[src/rtl/mem_arbiter.sv]
// Two-port memory arbiter: grant, one-cycle strobe, registered read return, lock bursts.
// Define MEM_ARB_ROUND_ROBIN_EN for round-robin conflicts; otherwise port 0 always wins.
module mem_arbiter #(
  parameter int WIDTH     = 32,
  parameter int BURST_MAX = 4
) (
  input  logic             clk,
  input  logic             reset,
  input  logic             req0,
  input  logic             req1,
  input  logic             we0,
  input  logic             we1,
  input  logic [WIDTH-1:0] adr0,
  input  logic [WIDTH-1:0] adr1,
  input  logic [WIDTH-1:0] wd0,
  input  logic [WIDTH-1:0] wd1,
  input  logic             lock0,
  input  logic             lock1,
  output logic             gnt0,
  output logic             gnt1,
  output logic [WIDTH-1:0] rdata0,
  output logic [WIDTH-1:0] rdata1,
  output logic             rvalid0,
  output logic             rvalid1,
  output logic             memread,
  output logic             memwrite,
  output logic [WIDTH-1:0] adr,
  output logic [WIDTH-1:0] writedata,
  input  logic [WIDTH-1:0] memdata,
  output logic             busy
);

  // state | meaning
  // IDLE  | arbitrate; grant and capture the winner's command
  // ACC   | drive memread or memwrite for one cycle
  // RD    | capture memdata for the owner; rvalid follows
  typedef enum logic [1:0] {IDLE = 2'd0, ACC = 2'd1, RD = 2'd2} state_t;

  localparam logic [3:0] BMAX = 4'(BURST_MAX);

  state_t           state_q, state_d;
  logic             owner_q, owner_d;
  logic             we_q, we_d;
  logic [3:0]       cnt_q, cnt_d;
  logic [WIDTH-1:0] adr_q, adr_d, wdata_q, wdata_d;
  logic [WIDTH-1:0] rdata0_q, rdata0_d, rdata1_q, rdata1_d;
  logic             memread_q, memread_d, memwrite_q, memwrite_d;
  logic             rvalid0_q, rvalid0_d, rvalid1_q, rvalid1_d;
  logic             win_any, win, lock_win, req_owner, lock_hold;
`ifdef MEM_ARB_ROUND_ROBIN_EN
  logic             last_q, last_d;
`endif

  // cnt_q != 0 means the previous grant was locked by owner_q
  always_comb begin
    req_owner = owner_q ? req1 : req0;
    lock_hold = (cnt_q != 4'd0) && (cnt_q < BMAX) && req_owner;
    win_any   = (state_q == IDLE) && !reset && (req0 || req1);
    if (lock_hold) begin
      win = owner_q;
    end else if (req0 && req1) begin
`ifdef MEM_ARB_ROUND_ROBIN_EN
      win = ~last_q;
`else
      win = 1'b0;
`endif
    end else begin
      win = !req0;
    end
    lock_win = win ? lock1 : lock0;
  end

  assign gnt0 = win_any && !win;
  assign gnt1 = win_any && win;

  always_comb begin
    state_d    = state_q;
    owner_d    = owner_q;
    we_d       = we_q;
    cnt_d      = cnt_q;
    adr_d      = adr_q;
    wdata_d    = wdata_q;
    rdata0_d   = rdata0_q;
    rdata1_d   = rdata1_q;
    memread_d  = 1'b0;
    memwrite_d = 1'b0;
    rvalid0_d  = 1'b0;
    rvalid1_d  = 1'b0;
`ifdef MEM_ARB_ROUND_ROBIN_EN
    last_d     = last_q;
`endif
    unique case (state_q)
      IDLE: begin
        if (cnt_q != 4'd0 && !req_owner) cnt_d = 4'd0;
        if (win_any) begin
          owner_d    = win;
          we_d       = win ? we1 : we0;
          adr_d      = win ? adr1 : adr0;
          wdata_d    = win ? wd1 : wd0;
          memwrite_d = we_d;
          memread_d  = !we_d;
          state_d    = ACC;
          if (cnt_q >= BMAX)                         cnt_d = 4'd0;
          else if (!lock_win)                        cnt_d = 4'd0;
          else if (win == owner_q && cnt_q != 4'd0)  cnt_d = cnt_q + 4'd1;
          else                                       cnt_d = 4'd1;
`ifdef MEM_ARB_ROUND_ROBIN_EN
          last_d = win;
`endif
        end
      end
      ACC: state_d = we_q ? IDLE : RD;
      RD: begin
        if (owner_q) begin
          rdata1_d  = memdata;
          rvalid1_d = 1'b1;
        end else begin
          rdata0_d  = memdata;
          rvalid0_d = 1'b1;
        end
        state_d = IDLE;
      end
      default: state_d = IDLE;
    endcase
  end

  always_ff @(posedge clk) begin
    if (reset) begin
      state_q    <= IDLE;
      owner_q    <= 1'b0;
      we_q       <= 1'b0;
      cnt_q      <= 4'd0;
      adr_q      <= '0;
      wdata_q    <= '0;
      rdata0_q   <= '0;
      rdata1_q   <= '0;
      memread_q  <= 1'b0;
      memwrite_q <= 1'b0;
      rvalid0_q  <= 1'b0;
      rvalid1_q  <= 1'b0;
`ifdef MEM_ARB_ROUND_ROBIN_EN
      last_q     <= 1'b1;
`endif
    end else begin
      state_q    <= state_d;
      owner_q    <= owner_d;
      we_q       <= we_d;
      cnt_q      <= cnt_d;
      adr_q      <= adr_d;
      wdata_q    <= wdata_d;
      rdata0_q   <= rdata0_d;
      rdata1_q   <= rdata1_d;
      memread_q  <= memread_d;
      memwrite_q <= memwrite_d;
      rvalid0_q  <= rvalid0_d;
      rvalid1_q  <= rvalid1_d;
`ifdef MEM_ARB_ROUND_ROBIN_EN
      last_q     <= last_d;
`endif
    end
  end

  assign rdata0    = rdata0_q;
  assign rdata1    = rdata1_q;
  assign rvalid0   = rvalid0_q;
  assign rvalid1   = rvalid1_q;
  assign memread   = memread_q;
  assign memwrite  = memwrite_q;
  assign adr       = adr_q;
  assign writedata = wdata_q;
  assign busy      = (state_q != IDLE);

endmodule

[config.mk]
export PLATFORM = sky130hd
export DESIGN_NAME = mem_arbiter
export DESIGN_NICKNAME = d
export VERILOG_FILES = /design/src/rtl/mem_arbiter.sv
export SDC_FILE = /design/constraint.sdc
export NUM_CORES = 1
export LEC_CHECK = 0
export CAP_MARGIN = 15
export CORE_MARGIN = 2
export CORE_UTILIZATION = 35
export DETAILED_ROUTE_END_ITERATION = 16
export PLACE_DENSITY = 0.87
export SLEW_MARGIN = 20
export SYNTH_ARGS = -nofsm -noshare
export SYNTH_HDL_FRONTEND = slang
export SYNTH_SLANG_ARGS = --single-unit
export TNS_END_PERCENT = 50
[constraint.sdc]
create_clock -name clk -period 1.7 [get_ports clk]
set_input_delay 0.17 -clock clk [delete_from_list [all_inputs] [get_ports clk]]
set_output_delay 0.17 -clock clk [all_outputs]
set_load 0.03 [all_outputs]
# ---- Word level (Yosys, flattened, before mapping)
# Cells that the tools add are included.
dict set report classes {
  addsub 1
  n_mul 0
  div 0
  n_lt_le_gt_ge 2
  n_eq_ne 4
  n_shift 0
  muxes 17
  bitwise_logic 4
  reduce_logical 25
}
# operator n
set ops {}
lappend ops {{32-bit two-way mux} 2}
lappend ops {{4-bit two-way mux} 5}
lappend ops {{1-bit logical AND} 9}
lappend ops {{2-bit AND reduction} 4}
lappend ops {{1-bit two-way mux} 7}
lappend ops {{1-bit logical NOT} 5}
lappend ops {{4-bit by 1-bit adder with 4-bit output, second input constant} 1}
lappend ops {{4-bit by 3-bit greater-or-equal comparator with 1-bit output, second input constant} 1}
lappend ops {{4-bit by 3-bit less-than comparator with 1-bit output, second input constant} 1}
lappend ops {{2-bit two-way mux} 2}
lappend ops {{1-bit NOT} 4}
lappend ops {{2-bit one-hot mux with 2 select lines} 1}
lappend ops {{2-bit nonzero test} 2}
lappend ops {{4-bit nonzero test} 1}
lappend ops {{3-bit OR reduction} 1}
lappend ops {{2-bit by 1-bit equality test with 1-bit output, second input constant} 1}
lappend ops {{2-bit equality test, second input constant} 1}
lappend ops {{2-bit logical NOT} 1}
lappend ops {{2-bit != test, second input constant} 1}
lappend ops {{2-bit OR reduction} 1}
lappend ops {{1-bit equality test} 1}
lappend ops {{1-bit logical OR} 1}
dict set report word_totals {
  regBits 140
  latch_bits 0
  ramBits 0
  mem_bits_ro 0
  in_bits 168
  word_cells 65
  n_memories 0
}

# ---- Longest topological paths before layout
dict set report logic_depth {
  word_depth 10
  mapped_depth 8
}

# ---- Worst setup path after synthesis
# No wires, ideal clock.
dict set report synth_path {
  path_type {register to output}
  start {register cnt_q[0]}
  end {output port gnt1}
  arrival_ns 1.929
  slack_ns -0.399
  stages_incl_launch_ff 8
  path_buffers 2
  path_cell_list {dfxtp_1 inv_1 ha_1 nand3b_1 o31ai_4 buf_4 buf_6 nor2b_1}
}
dict set report synth_between {
  elab_chain_cells 5
  word_cells_on_any_way 6
  cone_classes {order compare: 1; mux: 1; reduce/logical: 4}
}
# element line
set synth_rtl {}
lappend synth_rtl {{start: declaration} 44} ;# logic [3:0] cnt_q, cnt_d;
lappend synth_rtl {{start signal: assignment} 148} ;# cnt_q <= cnt_d;
lappend synth_rtl {{4-bit by 3-bit less-than comparator with 1-bit output / 4-bit nonzero test (equally long branches)} 57} ;# lock_hold = (cnt_q != 4'd0) && (cnt_q < BMAX) && req_owner;
lappend synth_rtl {{1-bit logical AND (*) (2 in series)} 57}
lappend synth_rtl {{1-bit two-way mux (*)} 59} ;# if (lock_hold) begin
lappend synth_rtl {{1-bit logical AND (*)} 74} ;# assign gnt1 = win_any && win;
lappend synth_rtl {{end: declaration} 20} ;# output logic gnt1,
# Every way passes the cells marked *; elsewhere a longest branch is shown, timed or not.

# ---- Worst setup path in the final report
dict set report layout_path {
  start {register cnt_q[0]}
  end {register wdata_q[21] (netlist: writedata[21])}
}
dict set report layout_between {
  elab_chain_cells 5
  word_cells_on_any_way 6
  cone_classes {order compare: 1; mux: 2; reduce/logical: 3}
}
# element line
set layout_rtl {}
lappend layout_rtl {{4-bit by 3-bit less-than comparator with 1-bit output / 4-bit nonzero test (equally long branches)} 57}
lappend layout_rtl {{1-bit logical AND (*) (2 in series)} 57}
lappend layout_rtl {{1-bit two-way mux (*)} 59}
lappend layout_rtl {{32-bit two-way mux (*)} 99} ;# wdata_d = win ? wd1 : wd0;
lappend layout_rtl {{end signal: assignment} 150} ;# wdata_q <= wdata_d;
lappend layout_rtl {{end: declaration} 45} ;# logic [WIDTH-1:0] adr_q, adr_d, wdata_q, wdata_d;
# Marks and branches as above.
# A chain may end at the register's enable or synchronous reset.

==> out/metrics.yaml <==
crit_chain: "inv_2, ha_4, nand3b_1, o31ai_4, buf_12, buf_4, buf_12, clkbuf_16, mux2i_1, o2bb2ai_1"
critPathKind: "register to register"
max_cap_viol_count: 0
timing.slew.headroom_pct: 70.58
cpMostUsedCell: "buf_12"
io_buffers: 302
rows: 45
place_ws_ns: -0.2649
cts.clk_slew.worst_paths_ns: 0.06
cp-end-kind: "register"
clk_latency_ns: 0.42
setup_slack_ns: -0.3101
arrival_ns: 2.31
die_x_um: 127.2
clockRootBuffer: "clkbuf_16"
ys_seq_area_share_pct: 52.77
utilization_pct: 64.05
drtIter0Drc: 135
netlist_area_um2: 5311
cpLargestDelayFamily: "buffers and inverters"
worstPathMaxFanout: 9
synthCells: 551
required_ns: 2.00
fin_crit_sh_pct: 118.2
clockBufferDepth: 2
final_common_cell: "clkdlybuf4s50_1"
ys_top_cells_by_area: "dfxtp_1, mux2i_1, o2bb2ai_1"
hold_violations: 0
wl_met1_mm: 6.680
via_count: 5347
dr.pass1.iters: 4
p_leak_nw: 3.655
drive_above_1_share_pct: 11.66
drc: 0
vias_per_cell: 4.946
worst_setup_path_start_kind: "register"
cts_htree_levels: 4
wirelength_mm: 18.00
slew_violations: 0
clock-skew-final_ns: 0.007225
postLayoutCellArea_um2: 9629
gp_congestion: 0.8387
syn_nets: 721
worstHoldPathType: "input pin to register"
global_route.usage.total_pct: 21.59
area_delta_synth_final_pct: 81.30
synth-seq-cells: 140
finalCriticalPeriod_ns: 2.010
numCtsBuffers: 17
critical_path.slowest_cell: "dfxtp_2"
top_layer_used: "met4"
route.met2.wl_mm: 9.156
wire_per_inst_um: 16.65
mostFrequentLayoutCells: "clkdlybuf4s50_1, dfxtp_1, nand2_1"
initial_core_util_pct: 35.33
rsz0062_at_grt: "true"
gr-total-overflow: 0
final_nets: 1049
critPathMaxStageDelay_ns: 0.33
synth_warnings: 0
power_density_nw_per_um2: 969.3
grt_pass1_vias: 5399
synth_top_area_share_pct: 52.77
dp_hpwl_mm: 13.00
postRouteAntennaNets: 0
ctsHoldBuffers: 0
max_freq_mhz: 497.5
core_area_um2: 15030
cts_tree: "built"
synth.avg_cell_area_um2: 9.639
cp.buffers_inverters: 5
place_area_um2: 8801
die_h_um: 127.2
grt_first_pass_wirelength_mm: 27.43
worstMarginPinSlew_ns: 0.4404
setup_viol: 71
synth.distinct_cells: 32
synth_top_area_cell: "dfxtp_1"
vdd_drop_max_mv: 0.6796
io_pins: 303
die_area_um2: 16180
cts_sinks: 140
violations: "setup timing"
wl_met3_mm: 1.485
grt_max_degree: 39
status: "finished, violations left"
antenna_found_initial: 1
metrics by stage:
step	TNS, ns	std cells	hold WS [ns]	total power [mW]
6_report	-14.35	1081	0.1442	9.334
5_1_grt	-21.00	1081	0.1753	9.697
4_1_cts	-12.79	1077	0.1328	9.388
3_5_place_dp	-12.10	1037	0.4181	5.518
2_1_floorplan	-2.300	551	0.3060	4.493
3_3_place_gp	-9.381	1037	0.4052	5.492
metal layers:
layer / vias up / GRT usage [%]
met5: - / 0
met3: 47 / 7.915
met4: 0 / 11.18
li1: 2590 / -
met2: 231 / 37.86
met1: 2479 / 22.71
registers in the layout (all words and copies together), names as in the netlist:
signal,flops
adr,32
rdata0,32
rdata1,32
writedata,32
cnt_q,4
state_q,2
memread,1
memwrite,1
owner_q,1
rvalid0,1
rvalid1,1
we_q,1
cells in the mapped netlist:
master,instances
dfxtp_1,140
nand2_1,129
a21oi_1,66
mux2i_1,65
o2bb2ai_1,64
clkbuf_1,32
nor2_1,11
buf_2,8
inv_1,5
a32o_1,2
and2_1,2
buf_6,2
ha_1,2
nand3_1,2
nand3b_1,2
nor3_1,2
o21ai_0,2
a2111oi_2,1
a21bo_1,1
a221oi_1,1
a22o_1,1
and3_1,1
and3b_1,1
buf_1,1
buf_4,1
nor2b_1,1
nor3b_1,1
nor4b_1,1
o211ai_1,1
o31ai_4,1
or3b_1,1
or3b_2,1
report_power, final:
part           internal [mW]  switching (mW)  leakage, nW
Clock                   2.36            1.45        0.299
Combinational          0.995           0.929         2.21
Sequential              3.48           0.116         1.14
Total                   6.84            2.50         3.65
worst paths after layout:
path                                endpoint                  start  slack [ns]  depth (start not counted)
setup reg to reg  writedata[21]$_SDFFE_PP0P_  cnt_q[0]$_SDFFE_PP0P_       -0.31                         10
hold reg to reg      state_q[1]$_SDFFE_PP0P_      we_q$_SDFFE_PP0P_        0.43                          1
setup / recovery  writedata[21]$_SDFFE_PP0P_  cnt_q[0]$_SDFFE_PP0P_       -0.31                         10
hold / removal             we_q$_SDFFE_PP0P_                  reset        0.14                          4
area by class of cell:
class | instances | area (um^2)
inverter | 5 | 18.77
sequential | 140 | 2805
fill | 1162 | 5404
clock buffer | 19 | 442.9
antenna | 1 | 2.502
clock inverter | 13 | 163.9
multi-input combinational | 362 | 2360
timing repair buffer | 353 | 3601
tap | 188 | 235.2
what timing repair did:
action,4_1_cts,5_1_grt
buffers inserted,8,1
gates cloned,0,2
pin swaps,13,23
setup endpoints to repair,71,75
gates resized for setup,10,18
worst min-delay path: cells and delay by family:
kind / cells / cell delay, ns
buf+inv: 2 / 0.21
compound gates: 2 / 0.12
cell families after synthesis:
| group | Yosys count | synth area share [%] |
|---|---|---|
| AOI/OAI and AO/OA | 140 | 18.68 |
| adders and majority gates | 2 | 0.4711 |
| buffers and inverters | 49 | 4.005 |
| DFF | 140 | 52.77 |
| muxes | 65 | 12.25 |
| and+or+nand+nor | 155 | 11.83 |
(Power assumes the default switching activity.)
